File: src/rtl/wb_burst_sram_responder_if.sv
// wb_burst_sram_responder_if: Wishbone request/response bus with burst flags
interface wb_burst_sram_responder_if #(parameter int DW = 16, parameter int AW = 24);
  logic          wb_cyc;
  logic          wb_stb;
  logic          wb_we;
  logic [AW-1:0] wb_adr;
  logic [DW-1:0] wb_i_dat;
  logic [DW/8-1:0] wb_sel;
  logic          wb_4_burst;
  logic          wb_8_burst;
  logic          wb_ack;
  logic          wb_err;
  logic [DW-1:0] wb_o_dat;
  modport master (
    output wb_cyc, wb_stb, wb_we, wb_adr, wb_i_dat, wb_sel, wb_4_burst, wb_8_burst,
    input  wb_ack, wb_err, wb_o_dat
  );
  modport slave (
    input  wb_cyc, wb_stb, wb_we, wb_adr, wb_i_dat, wb_sel, wb_4_burst, wb_8_burst,
    output wb_ack, wb_err, wb_o_dat
  );
endinterface

File: src/rtl/wb_burst_sram_responder.sv
// wb_burst_sram_responder: Wishbone single/4/8-beat wrapping burst responder in front of a sync SRAM
module wb_burst_sram_responder #(
  parameter int DW     = 16,
  parameter int AW     = 24,
  parameter int MEM_AW = 10
) (
  input  logic                i_clk,
  input  logic                i_rst,
  wb_burst_sram_responder_if.slave wb,
  output logic                mem_en,
  output logic                mem_we,
  output logic [MEM_AW-1:0]   mem_addr,
  output logic [DW/8-1:0]     mem_wmask,
  output logic [DW-1:0]       mem_wdata,
  input  logic [DW-1:0]       mem_rdata
);
  typedef enum logic [1:0] {IDLE, RD, WR, ERR} state_t;
  state_t state;
  logic [2:0] cnt, msk, nk;
  logic [MEM_AW-1:0] base;
  logic [DW-1:0] dat_q;
  logic req, bad, rd_beat;
  always_comb begin
    req     = wb.wb_cyc & wb.wb_stb & ~wb.wb_ack & ~wb.wb_err;
    bad     = (|wb.wb_adr[AW-1:MEM_AW]) | (wb.wb_4_burst & wb.wb_8_burst) |
              (wb.wb_we & (wb.wb_4_burst | wb.wb_8_burst));
    nk      = cnt + 3'd1;
    rd_beat = wb.wb_ack & (state == RD);
  end
  assign wb.wb_o_dat = rd_beat ? mem_rdata : dat_q;
  always_ff @(posedge i_clk or posedge i_rst) begin
    if (i_rst) begin
      state     <= IDLE;
      wb.wb_ack <= 1'b0;
      wb.wb_err <= 1'b0;
      mem_en    <= 1'b0;
      mem_we    <= 1'b0;
      mem_addr  <= '0;
      mem_wmask <= '0;
      mem_wdata <= '0;
      dat_q     <= '0;
      base      <= '0;
      cnt       <= '0;
      msk       <= '0;
    end else begin
      if (rd_beat) dat_q <= mem_rdata;
      case (state)
        IDLE: if (req) begin
          if (bad) begin
            state     <= ERR;
            wb.wb_err <= 1'b1;
          end else if (wb.wb_we) begin
            state     <= WR;
            mem_en    <= 1'b1;
            mem_we    <= 1'b1;
            mem_addr  <= wb.wb_adr[MEM_AW-1:0];
            mem_wmask <= wb.wb_sel;
            mem_wdata <= wb.wb_i_dat;
            wb.wb_ack <= 1'b1;
          end else begin
            state    <= RD;
            mem_en   <= 1'b1;
            mem_addr <= wb.wb_adr[MEM_AW-1:0];
            base     <= wb.wb_adr[MEM_AW-1:0];
            cnt      <= 3'd0;
            msk      <= wb.wb_8_burst ? 3'd7 : wb.wb_4_burst ? 3'd3 : 3'd0;
          end
        end
        RD: begin
          // each issued read is acked one cycle later; abort drops whatever is in flight
          if (!wb.wb_cyc || !mem_en) begin
            wb.wb_ack <= 1'b0;
            mem_en    <= 1'b0;
            state     <= IDLE;
          end else begin
            wb.wb_ack <= 1'b1;
            if (cnt == msk) mem_en <= 1'b0;
            else begin
              cnt      <= nk;
              mem_addr <= {base[MEM_AW-1:3], (base[2:0] & ~msk) | ((base[2:0] + nk) & msk)};
            end
          end
        end
        WR: begin
          state     <= IDLE;
          mem_en    <= 1'b0;
          mem_we    <= 1'b0;
          wb.wb_ack <= 1'b0;
        end
        default: begin
          state     <= IDLE;
          wb.wb_err <= 1'b0;
        end
      endcase
    end
  end
endmodule

File: src/flat_wrapper.sv
// flat-port wrapper written by rule: the top's interface ports become plain ports
module wb_burst_sram_responder_flat 
#(
  parameter int DW     = 16,
  parameter int AW     = 24,
  parameter int MEM_AW = 10
)
  (i_clk, i_rst, mem_en, mem_we, mem_addr, mem_wmask, mem_wdata, mem_rdata, wb_wb_cyc, wb_wb_stb, wb_wb_we, wb_wb_adr, wb_wb_i_dat, wb_wb_sel, wb_wb_4_burst, wb_wb_8_burst, wb_wb_ack, wb_wb_err, wb_wb_o_dat);
  wb_burst_sram_responder_if #(.DW(DW), .AW(AW)) wb_i ();
  input  logic i_clk;
  input  logic i_rst;
  output logic mem_en;
  output logic mem_we;
  output logic [MEM_AW-1:0] mem_addr;
  output logic [DW/8-1:0] mem_wmask;
  output logic [DW-1:0] mem_wdata;
  input  logic [DW-1:0] mem_rdata;
  input wire logic [$bits(wb_i.wb_cyc)-1:0] wb_wb_cyc;
  input wire logic [$bits(wb_i.wb_stb)-1:0] wb_wb_stb;
  input wire logic [$bits(wb_i.wb_we)-1:0] wb_wb_we;
  input wire logic [$bits(wb_i.wb_adr)-1:0] wb_wb_adr;
  input wire logic [$bits(wb_i.wb_i_dat)-1:0] wb_wb_i_dat;
  input wire logic [$bits(wb_i.wb_sel)-1:0] wb_wb_sel;
  input wire logic [$bits(wb_i.wb_4_burst)-1:0] wb_wb_4_burst;
  input wire logic [$bits(wb_i.wb_8_burst)-1:0] wb_wb_8_burst;
  output wire logic [$bits(wb_i.wb_ack)-1:0] wb_wb_ack;
  output wire logic [$bits(wb_i.wb_err)-1:0] wb_wb_err;
  output wire logic [$bits(wb_i.wb_o_dat)-1:0] wb_wb_o_dat;
  assign wb_i.wb_cyc = wb_wb_cyc;
  assign wb_i.wb_stb = wb_wb_stb;
  assign wb_i.wb_we = wb_wb_we;
  assign wb_i.wb_adr = wb_wb_adr;
  assign wb_i.wb_i_dat = wb_wb_i_dat;
  assign wb_i.wb_sel = wb_wb_sel;
  assign wb_i.wb_4_burst = wb_wb_4_burst;
  assign wb_i.wb_8_burst = wb_wb_8_burst;
  assign wb_wb_ack = wb_i.wb_ack;
  assign wb_wb_err = wb_i.wb_err;
  assign wb_wb_o_dat = wb_i.wb_o_dat;
  wb_burst_sram_responder #(.DW(DW), .AW(AW), .MEM_AW(MEM_AW)) u_core (.i_clk(i_clk), .i_rst(i_rst), .wb(wb_i), .mem_en(mem_en), .mem_we(mem_we), .mem_addr(mem_addr), .mem_wmask(mem_wmask), .mem_wdata(mem_wdata), .mem_rdata(mem_rdata));
endmodule
File: config.mk
export PLATFORM = sky130hd
export DESIGN_NAME = wb_burst_sram_responder_flat
export DESIGN_NICKNAME = d
export VERILOG_FILES = /design/src/rtl/wb_burst_sram_responder_if.sv /design/src/rtl/wb_burst_sram_responder.sv /design/src/flat_wrapper.sv
export SDC_FILE = /design/constraint.sdc
export NUM_CORES = 1
export LEC_CHECK = 0
export ABC_CLOCK_PERIOD_IN_PS = 1800
export CAP_MARGIN = 20
export CELL_PAD_IN_SITES_DETAIL_PLACEMENT = 1
export CELL_PAD_IN_SITES_GLOBAL_PLACEMENT = 1
export CORE_ASPECT_RATIO = 1.4
export CORE_MARGIN = 2
export CORE_UTILIZATION = 33
export CTS_BUF_LIST = sky130_fd_sc_hd__clkbuf_4 sky130_fd_sc_hd__clkbuf_8
export CTS_CLUSTER_DIAMETER = 40
export DETAILED_ROUTE_END_ITERATION = 6
export GPL_TIMING_DRIVEN = 0
export HOLD_SLACK_MARGIN = 0.06
export PLACE_DENSITY = 0.9
export SYNTH_ARGS = -nofsm -noshare
export SYNTH_HDL_FRONTEND = slang
export SYNTH_SLANG_ARGS = --single-unit
File: constraint.sdc
create_clock -name i_clk -period 1.8 [get_ports i_clk]
set_input_delay 0.18 -clock i_clk [delete_from_list [all_inputs] [get_ports i_clk]]
set_output_delay 0.18 -clock i_clk [all_outputs]
set_load 0.01 [all_outputs]
==> flow_summary.json <==
{
  "outcome": "finished, violations left",
  "violations": "setup timing",
  "max_stage_delay_ns": 0.46,
  "syn_to_final_growth_pct": 66.6,
  "antennaDiodeCount": 0,
  "synth_commonest_cells": "65 x dfrtp_1, 54 x mux2_2, 13 x nand2_1",
  "clock_path_buffers": 2,
  "r2r-end": "u_core.mem_addr[2]$_DFFE_PP0P_",
  "critPathMaxFanout": 4,
  "ys_ff_latch": 65,
  "portBuffers": 111,
  "yosysTopAreaCellShare": 0.519,
  "start_util": 0.335,
  "cellPowerDensity_mw_per_mm2": 594,
  "grtUsageTotal": 0.178,
  "grt_max_degree": 35,
  "synthCells": 237,
  "min_path_type": "in -> reg",
  "cts-hold-fix-buffers": 0,
  "rrSetupSlack_ns": -0.21,
  "cts.sinks": 65,
  "post-route-util": 0.558,
  "clock_latency_ns": 0.36,
  "nNetsFinal": 464,
  "crit_required_ns": 2.03,
  "peakVddDrop_mv": 0.409,
  "max_slew_margin": 0.522,
  "synth.area.top_cells": "dfrtp_1 52%, mux2_2 19%, mux2_1 3.6%",
  "final_cells": 507,
  "seq_area_frac_synth": 0.519,
  "end_kind": "register",
  "max_clock_freq_ghz": 0.498,
  "fin_crit_ns": 2.01,
  "timing.rr.start": "u_core.cnt[1]$_DFFE_PP0P_",
  "die_y_um": 119,
  "worst-setup-path-type": "reg -> reg",
  "synth_top_area_cell": "dfrtp_1",
  "drt_iter0_drc": 117,
  "cts_buffers": 9,
  "slowest_stage": "dfrtp_1",
  "dpl.cell_count": 459,
  "maxCapViolCount": 0,
  "yosysUniqueCellTypes": 52,
  "skew_ns": 0.0122,
  "synth_edf_count": 0,
  "core_mm2": 0.00935,
  "arrival_ns": 2.24,
  "cts-htree-levels": 3,
  "p_leak_nw": 2.32,
  "dp_hpwl_um": 6260,
  "grt_pass1_wl_um": 14100,
  "gp_congestion": 0.826,
  "grt_pass1_vias": 2772,
  "dieArea_mm2": 0.0103,
  "antenna_found_initial": 0,
  "overflow": 0,
  "rr_worst_depth": 8,
  "clockRootBuffer": "clkbuf_8",
  "vias": 2613,
  "power_mw": 3.10,
  "yosysMostFrequentCell": "dfrtp_1",
  "die_w_um": 86.4,
  "place_ws_ns": -0.745,
  "async_flop_share": 1.00,
  "cts.clk_slew.worst_paths_ns": 0.08,
  "setup_ws_ns": -0.208,
  "period_share": 1.12,
  "syn_area_mm2": 0.00313,
  "firstDrtPassIters": 4,
  "viasPerCell": 5.15,
  "yosysWarnings": 0,
  "pin_count": 113,
  "synth_ff_type": "dfrtp_1",
  "crit_chain": "ha_4 -> inv_2 -> fa_2 -> xnor3_1 -> nand2_1 -> xor2_1 -> a21oi_1 -> mux2_4",
  "ant_nets": 0,
  "cts_tree": "yes",
  "hp-start": "wb_wb_4_burst",
  "rsz0062_at_grt": "yes",
  "fillers": 962,
  "syn_avg_cell_area_um2": 13.2,
  "worstHoldPathCells": 3,
  "tightestPinTransition_ns": 0.716,
  "wl_um": 10200,
  "finalSetupViolations": 36,
  "route.detailed.drc": 0,
  "hold_viol": 0,
  "slew_violations": 0,
  "drive_above_1_share": 0.421,
  "syn_nets": 309,
  "wl_per_cell_um": 20.1,
  "hold_path_end": "u_core.msk[1]$_DFFE_PP0P_",
  "num_rows": 42,
  "critPathLaunchType": "register"
}
[worst max path at each step]
stage	from	end	slack, ns
floorplan	u_core.cnt[0]$_DFFE_PP0P_	u_core.mem_addr[1]$_DFFE_PP0P_	-0.11
global placement	u_core.state[1]$_DFFE_PP0P_	wb_wb_o_dat[12]	-0.71
detailed placement	u_core.state[1]$_DFFE_PP0P_	wb_wb_o_dat[12]	-0.75
CTS	u_core.cnt[0]$_DFFE_PP0P_	u_core.mem_addr[2]$_DFFE_PP0P_	-0.19
global route	u_core.cnt[1]$_DFFE_PP0P_	u_core.mem_addr[2]$_DFFE_PP0P_	-0.27
finish	u_core.cnt[1]$_DFFE_PP0P_	u_core.mem_addr[2]$_DFFE_PP0P_	-0.21
[sequential cells by signal, indices dropped and copies added (netlist names)]
name              flops
u_core.base          10
u_core.cnt            3
u_core.dat_q         16
u_core.mem_addr      10
u_core.mem_en         1
u_core.mem_wdata     16
u_core.mem_we         1
u_core.mem_wmask      2
u_core.msk            2
u_core.state          2
u_core.wb.wb_ack      1
u_core.wb.wb_err      1
[where the power goes]
part	switching (mW)	leakage, nW	internal [mW]
registers	0.0126	0.819	1.49
clock network	0.602	0.0939	0.651
logic	0.134	1.40	0.214
[cells in the final DEF (no fill, tap or decap), types with 4 or more instances in the layout]
cell | synthesis | layout
a21oi_1 | 8 | 7
buf_4 | 1 | 23
buf_6 | 1 | 25
clkbuf_8 | 0 | 13
clkdlybuf4s50_1 | 0 | 84
clkinvlp_4 | 0 | 4
dfrtp_1 | 65 | 63
dlygate4sd2_1 | 0 | 8
inv_1 | 10 | 6
mux2_1 | 10 | 5
mux2_2 | 54 | 39
mux2_4 | 0 | 20
nand2_1 | 13 | 10
nor2_1 | 11 | 10
o21ai_0 | 7 | 5
[metal layers]
metal,global-route usage,up-vias,part of all wire
met4,0.0908,0,0.029
met1,0.209,1329,0.37
li1,-,1164,-
met3,0.0347,21,0.053
met5,0,-,0
met2,0.304,99,0.55
[timing repair]
item | in CTS | in global routing
setup endpoints to repair | 64 | 47
cloned | 1 | 2
pin swaps | 16 | 19
gates resized for setup | 109 | 61
setup buffers | 14 | 15
[area by class of cell]
| type | count | area (um^2) | area share |
|---|---|---|---|
| Timing Repair Buffer | 143 | 1440 | 0.276 |
| Clock buffer | 13 | 179 | 0.0343 |
| Multi-Input combinational cell | 156 | 1690 | 0.324 |
| Inverter | 10 | 43.8 | 0.00839 |
| Clock inverter | 3 | 22.5 | 0.00431 |
| Sequential cell | 65 | 1630 | 0.312 |
| Tap cell | 110 | 138 | 0.0264 |
| Buffer | 7 | 78.8 | 0.0151 |
[cell families (layout without fill, tap and decap cells)]
family | after synthesis | in the layout | share of synthesized area
buffers and inverters | 17 | 176 | 0.0244
multiplexers | 66 | 66 | 0.236
AND/OR/NAND/NOR | 48 | 49 | 0.111
flip-flops | 65 | 65 | 0.519
adder cells (fa/ha/maj) | 7 | 7 | 0.0303
XOR/XNOR | 3 | 3 | 0.0128
AO/OA/AOI/OAI | 31 | 31 | 0.0659
[critical path: cells and delay by family (launching register included)]
family,cells,cell delay [ns]
adder cells (fa/ha/maj),2,0.63
flip-flops,1,0.46
XOR/XNOR,2,0.32
multiplexers,1,0.27
AO/OA/AOI/OAI,1,0.09
AND/OR/NAND/NOR,1,0.08
buffers and inverters,1,0.03
[through the flow]
step / hold slack, ns / TNS (ns) / instance area, um^2
2_1_floorplan: 0.297 / -0.196 / 3160
3_3_place_gp: 0.468 / -27.68 / 4400
3_5_place_dp: 0.480 / -29.64 / 4420
4_1_cts: 0.317 / -1.89 / 4850
5_1_grt: 0.344 / -4.66 / 5220
6_report: 0.292 / -2.84 / 5220
No activity file was read; power rests on OpenSTA's default activity.
